<file path="src/rtl/quick_spi_pkg.sv">
// Shared definitions for the quick_spi master/slave family: order constants,
// slave state encoding and the word <-> wire bit mapping.
package quick_spi_pkg;

  localparam int QS_LITTLE_ENDIAN = 0;
  localparam int QS_BIG_ENDIAN    = 1;
  localparam int QS_LSB_FIRST     = 0;
  localparam int QS_MSB_FIRST     = 1;

  typedef enum logic [1:0] {
    QS_IDLE  = 2'd0,
    QS_LOAD  = 2'd1,
    QS_SHIFT = 2'd2
  } qs_slave_state_t;

  // Word bit index carried at wire position pos. Reversing the byte index and
  // the bit-in-byte index are each self-inverse, so the same map serves both
  // word->wire and wire->word.
  function automatic int qs_wire_index(input int pos, input int nbytes,
                                       input int bytes_order, input int bits_order);
    int byte_sel;
    int bit_sel;
    byte_sel = (bytes_order == QS_LITTLE_ENDIAN) ? pos / 8 : nbytes - 1 - pos / 8;
    bit_sel  = (bits_order == QS_LSB_FIRST) ? pos % 8 : 7 - pos % 8;
    return byte_sel * 8 + bit_sel;
  endfunction

endpackage

</file>
<file path="src/rtl/quick_spi_sync.sv">
// Two-flop synchronizer for one asynchronous SPI pin, with a third register
// for single-cycle rise/fall detection in the clk domain.
module quick_spi_sync #(
  parameter bit RST_VAL = 1'b0
) (
  input  logic clk,
  input  logic reset_n,
  input  logic d_i,
  output logic q_o,
  output logic rise_o,
  output logic fall_o
);

  logic meta_q;
  logic sync_q;
  logic prev_q;

  always_ff @(posedge clk or negedge reset_n) begin
    if (!reset_n) begin
      meta_q <= RST_VAL;
      sync_q <= RST_VAL;
      prev_q <= RST_VAL;
    end else begin
      meta_q <= d_i;
      sync_q <= meta_q;
      prev_q <= sync_q;
    end
  end

  assign q_o    = sync_q;
  assign rise_o = sync_q & ~prev_q;
  assign fall_o = ~sync_q & prev_q;

endmodule

</file>
<file path="src/rtl/quick_spi_slave.sv">
// SPI responder oversampling sclk/ss_n/mosi in the clk domain.
// state | meaning: IDLE deselected | LOAD capture tx word | SHIFT exchange bits
module quick_spi_slave
  import quick_spi_pkg::*;
#(
  parameter int DATA_BYTES  = 2,
  parameter int BYTES_ORDER = 0,
  parameter int BITS_ORDER  = 0,
  parameter int CPOL        = 0,
  parameter int CPHA        = 0
) (
  input  logic                    clk,
  input  logic                    reset_n,
  input  logic                    sclk,
  input  logic                    ss_n,
  input  logic                    mosi,
  output logic                    miso,
  output logic                    miso_oe,
  input  logic [8*DATA_BYTES-1:0] outgoing_data,
  output logic [8*DATA_BYTES-1:0] incoming_data,
  output logic                    rx_valid,
  output logic                    rx_abort,
  output logic                    busy
);

  localparam int W     = 8 * DATA_BYTES;
  localparam int CNT_W = $clog2(W + 1);

  logic sclk_lvl_unused;
  logic sclk_rise;
  logic sclk_fall;
  logic ss_lvl;
  logic ss_rise;
  logic ss_fall;
  logic mosi_lvl;
  logic mosi_rise_unused;
  logic mosi_fall_unused;

  quick_spi_sync #(.RST_VAL(CPOL != 0)) u_sync_sclk (
    .clk     (clk),
    .reset_n (reset_n),
    .d_i     (sclk),
    .q_o     (sclk_lvl_unused),
    .rise_o  (sclk_rise),
    .fall_o  (sclk_fall)
  );

  quick_spi_sync #(.RST_VAL(1'b1)) u_sync_ss (
    .clk     (clk),
    .reset_n (reset_n),
    .d_i     (ss_n),
    .q_o     (ss_lvl),
    .rise_o  (ss_rise),
    .fall_o  (ss_fall)
  );

  quick_spi_sync #(.RST_VAL(1'b0)) u_sync_mosi (
    .clk     (clk),
    .reset_n (reset_n),
    .d_i     (mosi),
    .q_o     (mosi_lvl),
    .rise_o  (mosi_rise_unused),
    .fall_o  (mosi_fall_unused)
  );

  logic lead_edge;
  logic trail_edge;
  logic sample_edge;
  logic shift_edge;

  assign lead_edge   = (CPOL == 0) ? sclk_rise : sclk_fall;
  assign trail_edge  = (CPOL == 0) ? sclk_fall : sclk_rise;
  assign sample_edge = ((CPHA == 0) ? lead_edge : trail_edge) & ~ss_lvl;
  assign shift_edge  = ((CPHA == 0) ? trail_edge : lead_edge) & ~ss_lvl;

  qs_slave_state_t  state_q, state_d;
  logic [CNT_W-1:0] bit_cnt_q, bit_cnt_d;
  logic [W-1:0]     tx_q, tx_d;
  logic [W-2:0]     rx_q, rx_d;
  logic             miso_q, miso_d;
  logic [W-1:0]     incoming_q, incoming_d;
  logic             rx_valid_q, rx_valid_d;
  logic             rx_abort_q, rx_abort_d;

  logic [W-1:0] tx_load;
  logic [W-1:0] rx_full;
  logic [W-1:0] rx_word;

  // rx_full is in wire order: bit 0 is the first bit received.
  assign rx_full = {mosi_lvl, rx_q};

  for (genvar k = 0; k < W; k++) begin : g_order
    localparam int IDX = qs_wire_index(k, DATA_BYTES, BYTES_ORDER, BITS_ORDER);
    assign tx_load[k] = outgoing_data[IDX];
    assign rx_word[k] = rx_full[IDX];
  end

  always_comb begin
    state_d    = state_q;
    bit_cnt_d  = bit_cnt_q;
    tx_d       = tx_q;
    rx_d       = rx_q;
    miso_d     = miso_q;
    incoming_d = incoming_q;
    rx_valid_d = 1'b0;
    rx_abort_d = 1'b0;

    unique case (state_q)
      QS_IDLE: begin
        if (ss_fall) state_d = QS_LOAD;
      end
      QS_LOAD: begin
        bit_cnt_d = '0;
        state_d   = QS_SHIFT;
        // Mode 0 presents bit 0 up front, so tx_q then holds the bits still to come.
        if (CPHA == 0) begin
          miso_d = tx_load[0];
          tx_d   = tx_load >> 1;
        end else begin
          miso_d = 1'b0;
          tx_d   = tx_load;
        end
      end
      QS_SHIFT: begin
        if (sample_edge) begin
          rx_d = rx_full[W-1:1];
          if (bit_cnt_q == CNT_W'(W - 1)) begin
            incoming_d = rx_word;
            rx_valid_d = 1'b1;
            bit_cnt_d  = '0;
            tx_d       = tx_load;
          end else begin
            bit_cnt_d = bit_cnt_q + CNT_W'(1);
          end
        end else if (shift_edge) begin
          miso_d = tx_q[0];
          tx_d   = tx_q >> 1;
        end
      end
      default: state_d = QS_IDLE;
    endcase

    // A word finishing on the deselect cycle has already cleared bit_cnt_d.
    if (ss_rise) begin
      rx_abort_d = (bit_cnt_d != '0);
      state_d    = QS_IDLE;
      bit_cnt_d  = '0;
      miso_d     = 1'b0;
    end
  end

  always_ff @(posedge clk or negedge reset_n) begin
    if (!reset_n) begin
      state_q    <= QS_IDLE;
      bit_cnt_q  <= '0;
      tx_q       <= '0;
      rx_q       <= '0;
      miso_q     <= 1'b0;
      incoming_q <= '0;
      rx_valid_q <= 1'b0;
      rx_abort_q <= 1'b0;
    end else begin
      state_q    <= state_d;
      bit_cnt_q  <= bit_cnt_d;
      tx_q       <= tx_d;
      rx_q       <= rx_d;
      miso_q     <= miso_d;
      incoming_q <= incoming_d;
      rx_valid_q <= rx_valid_d;
      rx_abort_q <= rx_abort_d;
    end
  end

  assign miso          = miso_q;
  assign miso_oe       = (state_q != QS_IDLE);
  assign busy          = (state_q != QS_IDLE);
  assign incoming_data = incoming_q;
  assign rx_valid      = rx_valid_q;
  assign rx_abort      = rx_abort_q;

endmodule

</file>
<file path="config.mk">
export PLATFORM = sky130hd
export DESIGN_NAME = quick_spi_slave
export DESIGN_NICKNAME = d
export VERILOG_FILES = /design/src/rtl/quick_spi_pkg.sv /design/src/rtl/quick_spi_sync.sv /design/src/rtl/quick_spi_slave.sv
export SDC_FILE = /design/constraint.sdc
export NUM_CORES = 1
export LEC_CHECK = 0
export ABC_AREA = 1
export CORE_MARGIN = 5
export CORE_UTILIZATION = 50
export CTS_BUF_LIST = sky130_fd_sc_hd__clkbuf_4
export CTS_CLUSTER_DIAMETER = 30
export DETAILED_ROUTE_END_ITERATION = 8
export PLACE_DENSITY = 0.72
export SETUP_SLACK_MARGIN = 0.5
export SYNTH_ARGS = -nofsm -noshare
export SYNTH_HDL_FRONTEND = slang
export SYNTH_HIERARCHICAL = 1
export SYNTH_SLANG_ARGS = --single-unit
</file>
<file path="constraint.sdc">
create_clock -name clk -period 2.7 [get_ports clk]
set_input_delay 0.405 -clock clk [delete_from_list [all_inputs] [get_ports clk]]
set_output_delay 0.405 -clock clk [all_outputs]
set_load 0.02 [all_outputs]
</file>
* Word level (Yosys, flattened, before mapping)
Cells that the tools add are included.
** Operators by class
- Div/mod/pow operators :: 0
- Bitwise operators :: 10
- Mux-type cells :: 19
- Order comparisons :: 0
- Shifts and indexed selects :: 0
- Add/sub/neg operators :: 1
- Reductions and logical operators :: 10
- Multipliers :: 0
- Equality and inequality tests :: 9
** Operator list (number)
- $mux 16 :: 3
- $pmux 16 s2 :: 1
- $mux 5 :: 3
- $ne 3x3->1 const B :: 5
- $pmux 5 s2 :: 1
- $reduce_and 3->1 :: 3
- $mux 1 :: 7
- $and 1x1->1 :: 6
- $pmux 2 s3 :: 1
- $add 5x1->5 const B :: 1
- $eq 5x4->1 const B :: 1
- $reduce_bool 5->1 :: 1
- $mux 2 :: 2
- $not 1->1 :: 4
- $reduce_and 2->1 :: 2
- $reduce_bool 2->1 :: 2
- $reduce_bool 3->1 :: 1
- $eq 2x1->1 const B :: 1
- $eq 2x2->1 const B :: 1
- $logic_not 2->1 :: 1
- $ne 2x2->1 const B :: 1
- $pmux 1 s2 :: 1
** Storage, ports and cells
- Bits in writable memories :: 0
- Logic and storage cells :: 65
- Latch bits :: 0
- Input bits :: 21
- Bits in read-only memories :: 0
- Bits in registers :: 65
- Memories :: 0

* Longest topological paths before layout
Gate-level depths: netlist of run 1.
- Depth after elaboration :: 7
- Gate-level depth with buffers :: 12

* Cells and area by module
Netlist of run 1, hierarchy kept.
** By module, submodules not included
- quick_spi_slave :: cells an instance 343, seq. area each 1426.4 µm², area an instance 2894.0 µm², instances 1
- quick_spi_sync at u_sync_mosi ... :: cells an instance 7, seq. area each 75.1 µm², area an instance 90.1 µm², instances 2
- quick_spi_sync at u_sync_ss :: cells an instance 7, seq. area each 78.8 µm², area an instance 93.8 µm², instances 1

* Worst setup path before layout of run 1
No wires, ideal clock.
- Path type :: reg-to-reg
- Start :: register state_q[0]
- End :: register tx_q[14]
- Path slack :: 1093 ps
- Stages on the path, launching flop included :: 11
- Clock period less this slack :: 1607 ps
- Arrival :: 1491 ps
- Setup time :: 117 ps
- Cells stage by stage :: dfrtp_1 inv_1 ha_1 buf_4 nand3_1 nand2_2 o21ai_4 inv_6 buf_6 nand2_2 o21ai_2
** On the way
- Cells in the longest elaborated chain, start to end :: 3
- Elaborated cells between the ends (all ways) :: 7
- Classes of those cells :: 4 x eq/ne; 1 x mux; 2 x reduce/logical
** RTL lines
- start: declaration :: RTL line quick_spi_slave.sv:76 : qs_slave_state_t state_q, state_d;
- start signal: assignment :: RTL line quick_spi_slave.sv:163 : state_q <= state_d;
- $eq 2x2->1 or $eq 2x1->1 (tied branches) :: RTL line quick_spi_slave.sv:108 : unique case (state_q)
- $ne 3x3->1 (no source line) or $reduce_bool 2->1 (tied branches)
- $reduce_and 3->1 (no source line)
- end signal: assignment :: RTL line quick_spi_slave.sv:165 : tx_q <= tx_d;
- end: declaration :: RTL line quick_spi_slave.sv:78 : logic [W-1:0] tx_q, tx_d;
Several ways; a longest one is shown, not always the timed one.
A chain may end at the register's enable or synchronous reset.

* Final worst setup path of run 1
- Start :: register state_q[0]
- End :: register incoming_q[12], in the netlist incoming_data[12]
** On the way
- Cells in the longest elaborated chain, start to end :: 2
** RTL lines
- $eq 2x2->1 :: RTL line quick_spi_slave.sv:108
- $reduce_and 3->1 (no source line)
- end signal: assignment :: RTL line quick_spi_slave.sv:168 : incoming_q <= incoming_d;
- end: declaration :: RTL line quick_spi_slave.sv:81 : logic [W-1:0] incoming_q, incoming_d;
No other way between the ends.

==> results of run 1 <==
-- state kept, by name, indices dropped and copies added, names as in the netlist --
signal              flops
incoming_data          16
tx_q                   16
rx_q                   15
bit_cnt_q               5
state_q                 2
miso                    1
rx_abort                1
rx_valid                1
u_sync_mosi/meta_q      1
u_sync_mosi/q_o         1
u_sync_sclk/meta_q      1
u_sync_sclk/prev_q      1
u_sync_sclk/q_o         1
u_sync_ss/meta_q        1
u_sync_ss/prev_q        1
u_sync_ss/q_o           1
-- metal layers --
metal	vias up	routed length [µm]
met5	-	0
met4	0	62
met3	7	303
met2	53	2940
met1	1098	2810
li1	1205	-
-- per-stage QoR --
stage | total power (µW) | cell area, µm² | instances
6_report | 2960 | 3690 | 478
3_5_place_dp | 2330 | 3550 | 462
4_1_cts | 3000 | 3690 | 478
5_1_grt | 3210 | 3690 | 478
2_1_floorplan | 2120 | 3130 | 359
3_3_place_gp | 2290 | 3550 | 462
-- worst reg2reg max path: cells and delay by family, from the launching register on --
kind	cells	cell delay [ns]
adder cells (fa/ha/maj)	1	0.30
AO/OA/AOI/OAI	1	0.09
buffers and inverters	2	0.57
flip-flops	1	0.40
AND/OR/NAND/NOR	3	0.56
-- layout make-up --
class	instances	area, µm²	share of cell area (%)
Multi-Input combinational cell	228	1190	32.2
Clock inverter	6	67.6	1.83
Sequential cell	65	1630	44.2
Clock buffer	10	75.1	2.04
Inverter	50	198	5.36
Timing Repair Buffer	44	438	11.9
Tap cell	75	93.8	2.54
-- path summary, 6_finish.rpt --
path	end	from
setup / recovery	incoming_data[12]$_DFFE_PN0P_	state_q[0]$_DFFE_PN0P_
max in group asynchronous	u_sync_ss/prev_q$_DFF_PN1_	reset_n
hold reg to reg	u_sync_sclk/q_o$_DFF_PN0_	u_sync_sclk/meta_q$_DFF_PN0_
hold / removal	rx_abort$_DFF_PN0_	reset_n
min in group clk	u_sync_sclk/q_o$_DFF_PN0_	u_sync_sclk/meta_q$_DFF_PN0_
setup reg to reg	incoming_data[12]$_DFFE_PN0P_	state_q[0]$_DFFE_PN0P_
-- cells in the final DEF, fill, tap and decap left out, types with 3 or more instances in the layout --
| cell type | instances |
|---|---|
| clkbuf_4 | 10 |
| clkdlybuf4s50_1 | 38 |
| dfrtp_1 | 62 |
| dfstp_2 | 3 |
| ha_1 | 5 |
| inv_1 | 44 |
| inv_2 | 4 |
| nand2_1 | 85 |
| nand2_2 | 8 |
| nand3_1 | 10 |
| nor2_1 | 33 |
| o21ai_0 | 42 |
| o21ai_1 | 7 |
| o21ai_2 | 28 |
-- repair_timing --
action                                 in CTS  in global routing
setup endpoints to repair                   2                  0
endpoints found under the hold margin       0                  0
gates resized for setup                     2                  0
-- power breakdown --
| part | internal, µW | total [µW] | leakage [µW] | switching [µW] |
|---|---|---|---|---|
| Combinational | 386 | 1050 | 0.000789 | 667 |
| Clock | 295 | 676 | 0.0000730 | 380 |
| Sequential | 1140 | 1240 | 0.000857 | 91.9 |
==> results by group, run 1 <==
Routing
  – Routed len/inst: 12.8 µm
  – Antenna-violating nets left: 0
  – Via count: 2363
  – Drt drc: 0
  – DR iter-0 viols: 137
  – Vias per cell: 4.94
  – Final wirelength: 6120 µm
  – Number of detailed-routing iterations run before antenna repair: 4

Logic synthesis
  – Synth Warn #: 6
  – Mapped cell area: between 3000 and 4000 µm²
  – Syn Nets: between 300 and 400
  – Post-Synthesis Cells: about 360
  – Mean Syn Cell Area: about 8.7 µm²

Clocking
  – CTS H-tree depth: 3
  – CTS tree: built
  – Cts hold-fix bufs: 0
  – Clock Pin Slew Worst Setup and Hold Paths: 0.12 ns
  – Clock Path Buffers: 2
  – Buffer count from post-CTS setup fixing: 0
  – Worst-Skew Late Latency: between 0.4 and 0.5 ns
  – CTS Root Cell: clkbuf_4
  – # clock sinks: 65
  – CTS buffer count: 9

Setup path
  – CP bufs+invs: 2
  – Largest driver fanout on the critical path: 33
  – CP endpoint kind: register
  – Reg2Reg Depth: 7
  – Crit path max-delay family: buffers and inverters
  – Critical-path cell list: inv_1 > ha_1 > nand2_4 > nor2_4 > inv_2 > nand2_1 > o21ai_2
  – R2R setup slack: about 0.71 ns
  – Critical Path Stages: 7
  – Crit path arrival time: around 2.3 ns
  – CP startpoint kind: register
  – CP peak stage delay: between 0.4 and 0.5 ns
  – Worst path slowest cell: inv_2
  – CP Class: reg2reg
  – Crit path required time: just over 3 ns

Die
  – Die ar.: 7940 µm²
  – Core area: 5990 µm²
  – FP Rows: 28
  – Starting density of the core: around 52%
  – IO Pins: between 40 and 50
  – Die Y-Extent: around 89 µm
  – Die X-Extent: about 90 µm

Global routing
  – M2 GR Usage: between 20 and 30%
  – All-Layer GR Usage: 17.9%
  – Initial antenna violation count: 0
  – Gr busiest metal: met2
  – Largest net degree at the start of global routing: 40
  – Met3 global-route usage: between 5 and 6%
  – Global-route wire length before repair: 10900 µm
  – Vias in the first global route: between 2000 and 2500
  – Grt total ovfl: 0
  – Met1 Resource Use GR: between 20% and 30%

Outcome
  – Status: completed

Layout
  – Share of layout cells above drive strength 1: between 10% and 20%
  – Final #Nets: approximately 420
  – Area delta synth->final: 17.9%
  – Filler Cell Count: just over 500
  – Final core occ: between 60% and 70%
  – Antenna Cells: 0

Timing
  – Final WS setup: approximately 0.71 ns
  – F_max: 0.502 GHz
  – Final slew viol count: 0
  – Hold WS: about 0.006 ns
  – Worst Tran Pin Value: 0.657 ns
  – # setup viols final: 0
  – Final worst-path cycle share: 73.7%
  – Slew margin rel.: between 50% and 60%
  – Clock skew: roughly 0.0086 ns
  – Tmin final: 1.99 ns
  – Setup TNS Final: 0 ns
  – Final Hold Viols: 0
  – RSZ-0062 raised after global routing: false

Power
  – Pleak: ~0.0017 µW
  – Pwr/cell area: between 800 and 900 nW/µm²
  – Peak supply drop: 421 µV

Job
  – Max Cap Viol: 0

Placement
  – IO buf count: between 40 and 50
  – Place WS: approximately 0.7 ns
  – Placer Congestion: 0.816
  – DP HPWL: approximately 4200 µm

Worst hold path
  – HP Class: in2async
Power figures use the tool's default switching activity.
==> run 2, diff against run 1 <==
clock period = 1.9 ns   (was 2.7 ns; I/O delays follow)
==> run 2 against run 1 <==
Effect of this change: count of clock-buffer cells in the layout is 1 lower; die area stayed put; clock power rose by 69%; non-clock buffer count grew 48; utilization is 16 points higher; highest routed layer unchanged; final cell count grew 10%.
==> results by group, run 2 (synthesized netlist as in run 1, its figures left out) <==
Setup path
  – Crit path required time: 2.20 ns (was 3.05 ns)
  – R2R setup slack: 0.25 ns (was 0.71 ns)
  – CP peak stage delay: 0.43 ns (was 0.48 ns)
  – Crit path arrival time: 1.95 ns (was 2.34 ns)
  – Crit path max-delay family: simple AND/OR/NAND/NOR gates (was buffers and inverters)
  – Largest driver fanout on the critical path: 15 (was 33)
  – Most common cell on crit path: nor2_4
  – Critical R2R Capture: rx_q[6]$_DFFE_PN0P_ (was incoming_data[12]$_DFFE_PN0P_)
  – Reg2Reg Depth: 7 (unchanged)
  – CP startpoint kind: register (unchanged)
  – Critical Path Stages: 7 (unchanged)
  – R2R Path Start: u_sync_sclk/prev_q$_DFF_PN0_ (was state_q[0]$_DFFE_PN0P_)
  – CP endpoint kind: register (unchanged)
  – Critical-path cell list: nor2_4 > inv_2 > nor2_4 > nand2_4 > buf_4 > clkbuf_16 > o21ai_0 (was inv_1 > ha_1 > nand2_4 > nor2_4 > inv_2 > nand2_1 > o21ai_2)
  – Worst path slowest cell: dfrtp_1 (was inv_2)
  – CP bufs+invs: 3 (was 2)
  – CP Class: reg2reg (unchanged)

Placement
  – DP HPWL: 4150 µm (was 4170 µm)
  – IO buf count: 41 (unchanged)
  – Placer Congestion: 0.830 (was 0.816)
  – Place WS: 0.109 ns (was 0.719 ns)

Clocking
  – Clock Path Buffers: 2 (unchanged)
  – Clock Pin Slew Worst Setup and Hold Paths: 0.11 ns (was 0.12 ns)
  – # clock sinks: 65 (unchanged)
  – Worst-Skew Late Latency: 0.39 ns (was 0.42 ns)
  – CTS H-tree depth: 3 (unchanged)
  – CTS tree: built (unchanged)
  – CTS Root Cell: clkbuf_4 (unchanged)
  – CTS buffer count: 9 (unchanged)

Global routing
  – Vias in the first global route: 2548 (was 2478)
  – Initial antenna violation count: 0 (unchanged)
  – Global-route wire length before repair: 12100 µm (was 10900 µm)
  – Largest net degree at the start of global routing: 35 (was 40)
  – All-Layer GR Usage: 19.9% (was 17.9%)
  – Grt total ovfl: 0 (unchanged)

Timing
  – Final WS setup: 0.249 ns (was 0.709 ns)
  – RSZ-0062 raised after global routing: true (was false)
  – Final Hold Viols: 0 (unchanged)
  – Final worst-path cycle share: 86.9% (was 73.7%)
  – Worst Tran Pin Value: 0.440 ns (was 0.657 ns)
  – Setup TNS Final: 0 ns (unchanged)
  – Clock skew: 0.0147 ns (was 0.00862 ns)
  – F_max: 0.606 GHz (was 0.502 GHz)
  – Slew margin rel.: 70.7% (was 56.2%)
  – Tmin final: 1.65 ns (was 1.99 ns)
  – Final slew viol count: 0 (unchanged)
  – # setup viols final: 0 (unchanged)

Layout
  – Most frequent cells in the layout: dfrtp_1, nand2_1, inv_1 (was nand2_1, dfrtp_1, inv_1)
  – Filler Cell Count: 368 (was 515)
  – Most common cell after layout, fill and taps aside: dfrtp_1 (was nand2_1)
  – Antenna Cells: 0 (unchanged)
  – Final #Nets: 475 (was 424)
  – Area delta synth->final: 48.2% (was 17.9%)
  – Share of layout cells above drive strength 1: 45.7% (was 17.4%)

Die
  – Die ar.: 7940 µm² (unchanged)
  – FP Rows: 28 (unchanged)
  – Core area: 5990 µm² (unchanged)
  – IO Pins: 42 (unchanged)
  – Die Y-Extent: 89.1 µm (unchanged)
  – Starting density of the core: 52.2% (unchanged)
  – Die X-Extent: 89.1 µm (unchanged)

Routing
  – Drt drc: 0 (unchanged)
  – DR iter-0 viols: 112 (was 137)
  – Final wirelength: 8320 µm (was 6120 µm)
  – Number of detailed-routing iterations run before antenna repair: 4 (unchanged)
  – Via count: 2751 (was 2363)
  – Vias per cell: 5.21 (was 4.94)
  – Routed len/inst: 15.8 µm (was 12.8 µm)
  – Antenna-violating nets left: 0 (unchanged)

Power
  – Pwr/cell area: 1140 nW/µm² (was 804 nW/µm²)
  – Pleak: 0.00215 µW (was 0.00172 µW)
  – Pwr Total: 5280 µW (was 2960 µW)
  – Peak supply drop: 816 µV (was 421 µV)

Job
  – Max Cap Viol: 0 (unchanged)

Outcome
  – Status: completed (unchanged)

Worst hold path
  – HP Class: in2async (unchanged)
[run 2: cell count changes in the layout (fill, tap and decap cells not counted), sizes merged]
cell,before,now
clkdlybuf4s15,0,12
dlygate4sd2,2,1
bufinv,1,3
clkinv,3,4
dlygate4sd3,0,1
buf,4,54
clkinvlp,2,0
inv,50,52
clkbuf,10,14
clkdlybuf4s50,38,19
[run 2: how the worst max path moves through the flow]
stage               slack [ns]                    startpoint                           end
detailed placement        0.11        bit_cnt_q[0]$_DFF_PN0_  incoming_data[6]$_DFFE_PN0P_
CTS                       0.32        state_q[0]$_DFFE_PN0P_                       miso_oe
global placement          0.14        bit_cnt_q[0]$_DFF_PN0_  incoming_data[6]$_DFFE_PN0P_
floorplan                 0.41        state_q[0]$_DFFE_PN0P_          tx_q[14]$_DFFE_PN0P_
finish                    0.25  u_sync_sclk/prev_q$_DFF_PN0_           rx_q[6]$_DFFE_PN0P_
global route              0.18        bit_cnt_q[1]$_DFF_PN0_            rx_abort$_DFF_PN0_
[run 2: layer usage]
layer	vias to the layer above	track usage [%]	wire length (µm)
li1	1314	-	-
met1	1326	27.0	3610
met2	83	30.9	4020
met3	28	3.69	391
met4	0	9.07	303
met5	-	0	0
[run 2: report_power, final]
| group | internal [µW] | switching, µW | leakage, µW | total, µW |
|---|---|---|---|---|
| Clock | 655 | 487 | 0.0000934 | 1140 |
| Combinational | 1040 | 1330 | 0.00120 | 2370 |
| Sequential | 1630 | 139 | 0.000857 | 1770 |
[run 2: layout make-up]
type	instances	area, µm²	area share (%)
Timing Repair Buffer	92	912	19.7
Clock buffer	9	67.6	1.46
Timing Repair inverter	3	52.6	1.13
Sequential cell	65	1630	35.2
Inverter	50	223	4.80
Tap cell	75	93.8	2.02
Multi-Input combinational cell	228	1550	33.4
Clock inverter	6	108	2.32
[run 2: repair_timing]
item / in CTS / in global routing
cloned: 3 / 2
pin swaps: 17 / 19
hold endpoints to repair: 62 / 0
endpoints found under the setup margin: 72 / 70
buffers inserted: 24 / 17
hold buffers: 1 / 0
resized for setup: 122 / 70
[run 2: stage by stage]
step	instance area, µm²	hold WS (ns)	instances	utilization [%]
floorplan	3230	-0.0106	359	-
global placement	3660	0.0761	466	61.0
detailed placement	3660	0.0761	466	61.0
CTS	4290	0.169	509	71.6
global route	4640	0.193	528	77.4
finish	4640	0.195	528	77.4
==> run 3, diff against run 2 <==
SKIP_CTS_REPAIR_TIMING = 1   (was not set)
==> run 3 against run 2 <==
Effect of this change: sequential share of layout area rose by 2.2 points; final cell count fell by 4.5%; largest cell class unchanged; die area did not move; clock power barely moved; critical path type is now reg2out; largest power group unchanged; clock skew rose by 0.0018 ns; register-to-register slack improved by 0.07 ns.
==> results by group, run 3 (synthesized netlist as in run 1, its figures left out) <==
Outcome
  – Status: completed (unchanged)

Setup path
  – CP startpoint kind: register (unchanged)
  – Crit path required time: 1.62 ns (was 2.20 ns)
  – CP Class: reg2out (was reg2reg)
  – CP endpoint kind: output port (was register)
  – Crit path arrival time: 1.29 ns (was 1.95 ns)
  – Largest driver fanout on the critical path: 3 (was 15)

Power
  – Combinational power share: 43.0% (was 44.9%)
  – P_int: 3190 µW (was 3320 µW)
  – Psw: 1900 µW (was 1950 µW)
  – Pwr Total: 5090 µW (was 5280 µW)
  – Pwr/cell area: 1170 nW/µm² (was 1140 nW/µm²)
  – Seq pwr share: 34.8% (was 33.5%)
  – Pleak: 0.00234 µW (was 0.00215 µW)
  – Switch share: 37.4% (was 37.0%)
  – Clk pwr share: 22.2% (was 21.6%)
  – Peak supply drop: 857 µV (was 816 µV)

Layout
  – Share of layout cells above drive strength 1: 34.0% (was 45.7%)
  – Final core occ: 72.8% (was 77.4%)
  – Post-route cell area: 4360 µm² (was 4640 µm²)
  – Final Non-Filler Cells: 504 (was 528)
  – Final #Nets: 451 (was 475)
  – Area delta synth->final: 39.4% (was 48.2%)
  – Most common cell after layout, fill and taps aside: dfrtp_1 (unchanged)
  – Most frequent cells in the layout: dfrtp_1, nand2_1, inv_1 (unchanged)
  – Antenna Cells: 0 (unchanged)

Worst hold path
  – HP Class: in2async (unchanged)

Timing
  – Final worst-path cycle share: 83.1% (was 86.9%)
  – RSZ-0062 raised after global routing: true (unchanged)
  – Final slew viol count: 0 (unchanged)
  – Worst Tran Pin Value: 0.435 ns (was 0.440 ns)
  – Final Hold Viols: 0 (unchanged)
  – F_max: 0.633 GHz (was 0.606 GHz)
  – # setup viols final: 0 (unchanged)
  – Clock skew: 0.0165 ns (was 0.0147 ns)
  – Tmin final: 1.58 ns (was 1.65 ns)
  – Slew margin rel.: 71.0% (was 70.7%)

Placement
  – Placed Cells: 466 (unchanged)
  – IO buf count: 41 (unchanged)
  – DP HPWL: 4150 µm (unchanged)
  – Dpl cell area: 3660 µm² (unchanged)
  – Placer Congestion: 0.830 (unchanged)

Die
  – Core area: 5990 µm² (unchanged)
  – IO Pins: 42 (unchanged)
  – Starting density of the core: 52.2% (unchanged)
  – FP Rows: 28 (unchanged)
  – Die ar.: 7940 µm² (unchanged)
  – Die Y-Extent: 89.1 µm (unchanged)
  – Die X-Extent: 89.1 µm (unchanged)

Routing
  – Routed len/inst: 13.8 µm (was 15.8 µm)
  – DR iter-0 viols: 86 (was 112)
  – Final wirelength: 6970 µm (was 8320 µm)
  – Via count: 2540 (was 2751)
  – Vias per cell: 5.04 (was 5.21)
  – Antenna-violating nets left: 0 (unchanged)
  – Number of detailed-routing iterations run before antenna repair: 4 (unchanged)
  – Drt drc: 0 (unchanged)

Job
  – Max Cap Viol: 0 (unchanged)

Clocking
  – CTS buffer count: 9 (unchanged)
  – # clock sinks: 65 (unchanged)
  – CTS H-tree depth: 3 (unchanged)
  – Worst-Skew Late Latency: 0.39 ns (about the same)
  – CTS Root Cell: clkbuf_4 (unchanged)
  – Clock Pin Slew Worst Setup and Hold Paths: 0.11 ns (about the same)
  – CTS tree: built (unchanged)
  – Clock Path Buffers: 2 (unchanged)

Global routing
  – Initial antenna violation count: 0 (unchanged)
  – Grt total ovfl: 0 (unchanged)
  – Vias in the first global route: 2307 (was 2548)
  – All-Layer GR Usage: 16.8% (was 19.9%)
  – Largest net degree at the start of global routing: 35 (unchanged)
  – Global-route wire length before repair: 10400 µm (was 12100 µm)
-- run 3: cell count changes in the layout (fill, tap and decap cells not counted), moves of 4 or more --
| cell | change |
|---|---|
| dlymetal6s2s_1 | +20 |
| buf_4 | -18 |
| nand2_4 | -15 |
| nand2_1 | +13 |
| clkdlybuf4s15_2 | -12 |
| buf_6 | -7 |
| o21ai_2 | -7 |
| o21ai_1 | +6 |
| buf_2 | -4 |
-- run 3: worst paths after layout --
path	from	endpoint	slack (ns)	cells after the start
max in group asynchronous	reset_n	u_sync_ss/prev_q$_DFF_PN1_	1.09	3
min in group clk	ss_n	u_sync_ss/meta_q$_DFF_PN1_	0.31	1
min	reset_n	tx_q[5]$_DFFE_PN0P_	0.20	2
min reg2reg	u_sync_ss/meta_q$_DFF_PN1_	u_sync_ss/q_o$_DFF_PN1_	0.36	0
max reg2reg	u_sync_sclk/prev_q$_DFF_PN0_	incoming_data[15]$_DFFE_PN0P_	0.32	9
max	state_q[0]$_DFFE_PN0P_	miso_oe	0.32	4
-- run 3: final cells by class --
type,instances,area [µm²]
timing repair inverter,4,55.1
clock inverter,6,108
clock buffer,9,67.6
fill,418,1630
timing repair buffer,67,739
inverter,50,224
sequential,65,1630
tap,75,93.8
multi-input combinational,228,1440
-- run 3: worst max-delay path, cell delays in order (launching register included) --
cell and delay, ns:
dfrtp_1 0.42, inv_2 0.12, ha_4 0.16, inv_2 0.04
dlymetal6s2s_1 0.19
-- run 3: through the flow --
| stage | setup TNS, ns | setup slack (ns) | hold WS [ns] |
|---|---|---|---|
| after floorplan | 0 | 0.406 | -0.0106 |
| after global placement | 0 | 0.138 | 0.0761 |
| after detailed placement | 0 | 0.109 | 0.0761 |
| after CTS | -0.216 | -0.109 | -0.367 |
| after global routing | 0 | 0.246 | 0.189 |
| final | 0 | 0.320 | 0.197 |
-- run 3: power by group through the flow --
stage | Sequential (µW) | Combinational [µW] | Clock (µW)
6_report | 1770 | 2190 | 1130
5_1_grt | 1800 | 2440 | 1230
4_1_cts | 1760 | 1630 | 1160
3_5_place_dp | 1790 | 1620 | 0
3_3_place_gp | 1780 | 1590 | 0
2_1_floorplan | 1770 | 1380 | 0
-- run 3: metal layers --
metal  GRT usage [%]  up-vias  wire length [µm]
met5               0        -                 0
met4            6.63        0               125
met3            3.13       13               264
met2            26.6       58              3480
met1            23.0     1208              3100
li1                -     1261                 -
